File: src/rtl/pr_slot_scheduler.sv
// pr_slot_scheduler: sequences PR requests per RCA slot, dedups loaded OUs, stalls the target slot during reload.
// Optional WAIT timeout built when PR_SCHED_TIMEOUT_EN is defined.
module pr_slot_scheduler #(
  parameter int NUM_SLOTS      = 4,
  parameter int SLOT_W         = 2,
  parameter int OU_ID_W        = 4,
  parameter int TIMEOUT_CYCLES = 4096
) (
  input  logic                         clk,
  input  logic                         rst,
  input  logic                         req_valid,
  output logic                         req_ready,
  input  logic [OU_ID_W-1:0]           req_ou_id,
  input  logic [SLOT_W-1:0]            req_slot,
  input  logic [NUM_SLOTS-1:0]         slot_inflight,
  output logic                         pr_start,
  input  logic                         pr_ready,
  output logic [OU_ID_W-1:0]           pr_ou_id,
  output logic [SLOT_W-1:0]            pr_slot,
  input  logic                         pr_done,
  input  logic                         pr_error,
  output logic [NUM_SLOTS-1:0]         slot_busy,
  output logic [NUM_SLOTS-1:0]         slot_valid,
  output logic [NUM_SLOTS*OU_ID_W-1:0] slot_ou_id,
  output logic                         err_sticky,
  input  logic                         err_clr
);
  typedef enum logic [2:0] {IDLE, DRAIN, START, WAIT, UPDATE} state_t;
  state_t                       state_q, state_d;
  logic [OU_ID_W-1:0]           cur_ou_q, cur_ou_d;
  logic [SLOT_W-1:0]            cur_slot_q, cur_slot_d;
  logic                         err_q, err_d;
  logic                         pr_start_q, pr_start_d;
  logic [OU_ID_W-1:0]           pr_ou_q, pr_ou_d;
  logic [SLOT_W-1:0]            pr_slot_q, pr_slot_d;
  logic [NUM_SLOTS-1:0]         slot_busy_q, slot_busy_d;
  logic [NUM_SLOTS-1:0]         slot_valid_q, slot_valid_d;
  logic [NUM_SLOTS*OU_ID_W-1:0] slot_ou_q, slot_ou_d;
  logic                         err_sticky_q, err_sticky_d;
  logic                         dup;
  logic                         timeout;
  assign dup = slot_valid_q[req_slot] && (slot_ou_q[req_slot*OU_ID_W +: OU_ID_W] == req_ou_id);
`ifdef PR_SCHED_TIMEOUT_EN
  localparam int CNT_W = $clog2(TIMEOUT_CYCLES + 1);
  logic [CNT_W-1:0] cnt_q, cnt_d;
  // WAIT-cycle counter; any other state holds it at zero so it restarts on each WAIT entry
  always_comb cnt_d = (state_q == WAIT) ? cnt_q + 1'b1 : '0;
  // counter register
  always_ff @(posedge clk) cnt_q <= !rst ? '0 : cnt_d;
  assign timeout = (state_q == WAIT) && (cnt_q == CNT_W'(TIMEOUT_CYCLES - 1));
`else
  assign timeout = 1'b0;
`endif
  // state and datapath registers, synchronous active-low reset
  always_ff @(posedge clk) begin
    if (!rst) begin
      state_q      <= IDLE;
      cur_ou_q     <= '0;
      cur_slot_q   <= '0;
      err_q        <= 1'b0;
      pr_start_q   <= 1'b0;
      pr_ou_q      <= '0;
      pr_slot_q    <= '0;
      slot_busy_q  <= '0;
      slot_valid_q <= '0;
      slot_ou_q    <= '0;
      err_sticky_q <= 1'b0;
    end else begin
      state_q      <= state_d;
      cur_ou_q     <= cur_ou_d;
      cur_slot_q   <= cur_slot_d;
      err_q        <= err_d;
      pr_start_q   <= pr_start_d;
      pr_ou_q      <= pr_ou_d;
      pr_slot_q    <= pr_slot_d;
      slot_busy_q  <= slot_busy_d;
      slot_valid_q <= slot_valid_d;
      slot_ou_q    <= slot_ou_d;
      err_sticky_q <= err_sticky_d;
    end
  end
  // next-state logic
  always_comb begin
    state_d = state_q;
    case (state_q)
      IDLE:    state_d = (req_valid && !dup) ? DRAIN : IDLE;
      DRAIN:   state_d = slot_inflight[cur_slot_q] ? DRAIN : START;
      START:   state_d = pr_ready ? WAIT : START;
      WAIT:    state_d = (pr_done || timeout) ? UPDATE : WAIT;
      UPDATE:  state_d = IDLE;
      default: state_d = IDLE;
    endcase
  end
  // registered outputs and slot table updates per state
  always_comb begin
    cur_ou_d     = cur_ou_q;
    cur_slot_d   = cur_slot_q;
    err_d        = err_q;
    pr_start_d   = pr_start_q;
    pr_ou_d      = pr_ou_q;
    pr_slot_d    = pr_slot_q;
    slot_busy_d  = slot_busy_q;
    slot_valid_d = slot_valid_q;
    slot_ou_d    = slot_ou_q;
    case (state_q)
      IDLE: if (req_valid) begin
        cur_ou_d   = req_ou_id;
        cur_slot_d = req_slot;
        if (!dup) begin
          slot_busy_d            = NUM_SLOTS'(1) << req_slot;
          slot_valid_d[req_slot] = 1'b0;
        end
      end
      DRAIN: if (!slot_inflight[cur_slot_q]) begin
        pr_start_d = 1'b1;
        pr_ou_d    = cur_ou_q;
        pr_slot_d  = cur_slot_q;
      end
      START: pr_start_d = pr_ready ? 1'b0 : 1'b1;
      WAIT: if (pr_done || timeout) err_d = pr_done ? pr_error : 1'b1;
      UPDATE: begin
        slot_busy_d = '0;
        if (!err_q) begin
          slot_valid_d[cur_slot_q]                  = 1'b1;
          slot_ou_d[cur_slot_q*OU_ID_W +: OU_ID_W] = cur_ou_q;
        end
      end
      default: ;
    endcase
    err_sticky_d = ((state_q == UPDATE) && err_q) || (err_sticky_q && !err_clr);
  end
  assign req_ready  = rst && (state_q == IDLE);
  assign pr_start   = pr_start_q;
  assign pr_ou_id   = pr_ou_q;
  assign pr_slot    = pr_slot_q;
  assign slot_busy  = slot_busy_q;
  assign slot_valid = slot_valid_q;
  assign slot_ou_id = slot_ou_q;
  assign err_sticky = err_sticky_q;
endmodule
File: config.mk
export PLATFORM = sky130hd
export DESIGN_NAME = pr_slot_scheduler
export DESIGN_NICKNAME = d
export VERILOG_FILES = /design/src/rtl/pr_slot_scheduler.sv
export SDC_FILE = /design/constraint.sdc
export NUM_CORES = 1
export LEC_CHECK = 0
export ABC_CLOCK_PERIOD_IN_PS = 2150
export CAP_MARGIN = 20
export CORE_MARGIN = 8
export CORE_UTILIZATION = 44
export CTS_CLUSTER_SIZE = 8
export DETAILED_ROUTE_END_ITERATION = 10
export PLACE_DENSITY = 0.74
export SYNTH_ARGS = -nofsm -noshare
export SYNTH_HDL_FRONTEND = slang
export SYNTH_SLANG_ARGS = --single-unit
File: constraint.sdc
create_clock -name clk -period 2.15 [get_ports clk]
set_clock_uncertainty 0.1 [all_clocks]
set_input_delay 0.43 -clock clk [delete_from_list [all_inputs] [get_ports clk]]
set_output_delay 0.43 -clock clk [all_outputs]
set_load 0.05 [all_outputs]
* Word-level counts from Yosys, hierarchy flattened *
Cells that the tools add are included.

storage, ports and cells
  bits in registers = 42
  input bits = 17
  logic and storage cells = 78

cells by class
  add/sub/neg operators = 1
  magnitude comparators = 4
  equal/unequal tests = 9
  shift operators = 4
  multiplexer cells = 24
  bitwise gates (word level) = 5
  reductions and logical operators = 20

operator list
  cell                       number
  $neg A4 Y34                1
  $shift A4 B34 Y16 const A  1
  $shiftx A4 B34 Y16         1
  $mux W4                    5
  $bwmux W16                 1
  $pmux W4 S2                2
  $shiftx A16 B5 Y4          1
  $pmux W3 S4                1
  $reduce_and A2 Y1          5
  $mux W1                    8
  $ne A2 B2 Y1 const B       4
  $logic_and A1 B1 Y1        7
  $eq A3 B2 Y1 const B       2
  $lt A2 B3 Y1 const B       2
  $and A4 B4 Y4              1
  $bmux W1 S2                2
  $demux W1 S2               2
  $eq A4 B4 Y1               1
  $ge A2 B1 Y1 const B       2
  $not A4 Y4                 1
  $or A4 B4 Y4               1
  $reduce_and A4 Y1          1
  $reduce_bool A2 Y1         2
  $shl A1 B2 Y4 const A      1
  10 further kinds           12

* Longest topological paths before layout *
  word-level depth = 9
  mapped depth = 8

* Worst setup path after synthesis *
Ideal clock, no wire load.

  kind = input port to output port
  start = input port rst
  end = output port req_ready
  arrival = 1858 ps
  setup slack = -238 ps
  stages on the path = 3
  cell sequence = clkbuf_1 > nand2b_1 > nor3_1

between the ends
  cells in the longest elaborated chain, start to end = 1

RTL lines
  item                 RTL line  text
  start: declaration   10        input logic rst,
  $logic_and A1 B1 Y1  132       assign req_ready = rst && (state_q == IDLE);
  end: declaration     12        output logic req_ready,

No other way between the ends.

* Worst setup path in the final report *
  start = register slot_ou_q[8] (netlist: slot_ou_id[8])
  end = output port slot_ou_id[8]

RTL lines
  item                      RTL line  text
  start: declaration        38        logic [NUM_SLOTS*OU_ID_W-1:0] slot_ou_q, slot_ou_d;
  start signal: assignment  78        slot_ou_q <= slot_ou_d;
  end: declaration          24        output logic [NUM_SLOTS*OU_ID_W-1:0] slot_ou_id,

No word-level cell between the ends.

==> results.sh <==
export IMPL_outcome="finished clean"
export IMPL_finalNonFillerCells=340
export IMPL_hpwl_um=4086
export IMPL_rsz0062_at_grt="no"
export IMPL_path_delay_family="buffers and inverters"
export IMPL_final_setup_tns_ns=0
export IMPL_fp_row_count=25
export IMPL_synth_nets=246
export IMPL_cts_clk_slew_worst_paths_ns=0.08
export IMPL_end_kind="output port"
export IMPL_path_buf_inv=1
export IMPL_io_pins=50
export IMPL_antenna_found_initial=0
export IMPL_grt_use_met1=0.1793
export IMPL_hold_path_class="reg -> reg"
export IMPL_cts_buffers=5
export IMPL_path_cells="clkdlybuf4s50_1"
export IMPL_drc_errors=0
export IMPL_synth_seq_cells=42
export IMPL_cts_tree="done"
export IMPL_htreeDepth=2
export IMPL_nFillCells=407
export IMPL_grt_pass1_vias=1748
export IMPL_crit_arrival_ns=1.53
export IMPL_cts_root_buffer="clkbuf_8"
export IMPL_yosys_warnings=0
export IMPL_syn_avg_cell_area_sq_um=9.342
export IMPL_postLayoutSetupSlackWorst_ns=0.08732
export IMPL_rr_startpoint="cur_slot_q[0]"
export IMPL_wl_per_cell_um=15.93
export IMPL_placed_cells=330
export IMPL_finalCriticalPeriod_ns=2.063
export IMPL_crit_path_start_kind="flop"
export IMPL_cts_sinks=42
export IMPL_path_class="reg -> out"
export IMPL_grt_max_degree=27
export IMPL_core_sq_um=4629
export IMPL_top_usage_layer="met2"
export IMPL_worst_slew_pin_slew_ns=0.5132
export IMPL_worstPathRequired_ns=1.62
export IMPL_routed_wirelength_um=5416
export IMPL_port_buffers=49
export IMPL_drtPass1Iterations=4
export IMPL_antenna_left=0
export IMPL_die_w_um=84.50
export IMPL_clockBufferDepth=2
export IMPL_track_usage=0.1542
export IMPL_viasPerCell=5.385
export IMPL_dpl_cell_area_sq_um=2708
export IMPL_syn_inst=221
export IMPL_startpoint="slot_ou_id[8]"
export IMPL_use_met3=0.04098
export IMPL_dp_slack_ns=-0.5301
export IMPL_peakVddDrop_uv=367.2
export IMPL_syn_cell_area_sq_um=2064
export IMPL_setup_viol=0
export IMPL_initial_utilization=0.4459
export IMPL_place_congestion=0.8051
export IMPL_relSlewSlack=0.6568
export IMPL_drt_iter0_drc=90
export IMPL_stdcell_area_sq_um=2853
export IMPL_drive_gt1_frac=0.1503
export IMPL_powerDensity_nw_per_um2=632.7
export IMPL_seq_area_frac_synth=0.4073
export IMPL_finalPower_mw=1.805
export IMPL_finalNetCount=310
export IMPL_synth_cell_types=42
export IMPL_cap_violations=0
export IMPL_hold_violations=0
export IMPL_crit_path_max_fanout=3
export IMPL_clock_latency_ns=0.29
export IMPL_grt_first_pass_wirelength_um=8880
export IMPL_min_from="slot_ou_id[10]"
export IMPL_grtUsageMet2=0.2627
export IMPL_area_delta_synth_final_pct=38.18
export IMPL_grt_remaining_overflow=0
export IMPL_die_area_sq_um=7140
export IMPL_crit_slowest_cell="clkdlybuf4s50_1"
export IMPL_fmax_mhz=484.8
export IMPL_die_y_um=84.50
export IMPL_final_max_slew_viol_count=0
export IMPL_p_leak_nw=1.068
export IMPL_n_antenna_cell=0
export IMPL_slowest_delay_ns=0.83
export IMPL_vias=1831
export IMPL_finalCritPeriodShare=0.9594
==> timing repair <==
item	in CTS	in global routing
gates resized for setup	2	4
setup endpoints to repair	9	9
cloned	0	0
hold buffers	0	0
pin swaps	4	7
setup buffers	1	1
==> placed cells by master, fill, tap and decap left out, types with 4 or more instances in the layout <==
cell type	synthesis	final
mux2i_1	16	15
clkbuf_8	0	5
nor3b_1	5	4
nand2_1	29	29
nand3_1	17	17
clkdlybuf4s50_1	0	46
dfxtp_1	42	42
a21oi_1	10	10
buf_4	2	18
and2_1	4	4
a21boi_0	14	14
inv_1	6	6
nor2_1	19	19
nor2b_1	5	5
ha_1	8	8
==> flip-flops by register name, indices dropped and copies added (netlist names), 2 cells and up <==
register,count
slot_busy,4
slot_ou_id,16
pr_ou_id,4
state_q,3
slot_valid,4
cur_slot_q,2
cur_ou_q,4
pr_slot,2
==> area by class of cell <==
class	count	area, sq um	area share
Multi-Input combinational cell	160	1156	0.4053
Sequential cell	42	840.8	0.2947
Timing Repair Buffer	68	648.1	0.2272
Clock buffer	6	72.57	0.02544
Tap cell	54	67.56	0.02368
Clock inverter	2	37.54	0.01316
Inverter	8	30.03	0.01053
==> per-layer routing <==
layer / routed length, um / vias to the layer above
met3: 307 / 12
li1: - / 901
met2: 2613 / 61
met5: 0 / -
met1: 2348 / 857
met4: 147 / 0
==> synthesized netlist by cell type (all sizes together) <==
master  instances  area share
o21a            1      0.0036
nor3b           5       0.018
a31oi           2      0.0091
mux2i          16       0.078
mux4            4       0.045
nor2b           6       0.022
ha              8       0.048
nand4b          1      0.0042
o32ai           1      0.0079
a211oi          2      0.0097
o22ai           2      0.0061
a21boi         14       0.051
and2            4       0.012
dfxtp          42        0.41
xnor2           3       0.016
nor2           20       0.038
nor3            3      0.0073
a21oi          10       0.024
a32oi           1      0.0042
o21ai           1      0.0024
nand2b          1      0.0030
clkbuf          7       0.013
nor4            1       0.010
a21o            1      0.0036
xor2            2      0.0085
a32o            2      0.0097
clkinv          1      0.0018
a311oi          2      0.0085
inv             7       0.013
nand2          29       0.053
nand3          17       0.041
mux2            1      0.0055
buf             4       0.015
==> logic make-up after synthesis <==
| group | Yosys count | share of synthesized area |
|---|---|---|
| XOR/XNOR | 5 | 0.02485 |
| flip-flops | 42 | 0.4073 |
| AO/OA/AOI/OAI | 39 | 0.1400 |
| AND/OR/NAND/NOR | 87 | 0.2085 |
| multiplexers | 21 | 0.1285 |
| buffers and inverters | 19 | 0.04242 |
| adder cells (fa/ha/maj) | 8 | 0.04849 |
==> where the power goes <==
| group | internal, mW | switching, mW | leakage [nW] | total [mW] |
|---|---|---|---|---|
| Clock | 0.347 | 0.281 | 0.0514 | 0.628 |
| Sequential | 0.802 | 0.0311 | 0.340 | 0.833 |
| Combinational | 0.159 | 0.185 | 0.677 | 0.344 |
==> worst paths after layout <==
path	endpoint	slack [ns]	cells past startpoint
worst min-delay path	slot_ou_id[10]	0.38	2
worst max-delay path	slot_ou_id[8]	0.09	1
worst min register to register	slot_ou_id[10]	0.38	2
worst max register to register	pr_ou_id[2]	0.25	6
==> tightest hold or removal path, cell delays in order, from the launching register on <==
cell and delay (ns):
dfxtp_1 0.32, nand2_1 0.05, a21boi_0 0.06
==> through the flow <==
stage                     hold slack, ns    util
final                             0.3845  0.6162
after global routing              0.4133  0.6162
after CTS                         0.3856  0.6108
after detailed placement          0.3745  0.5849
after global placement            0.3635  0.5849
after floorplan                   0.3868       -
Power figures use the tool's default switching activity.
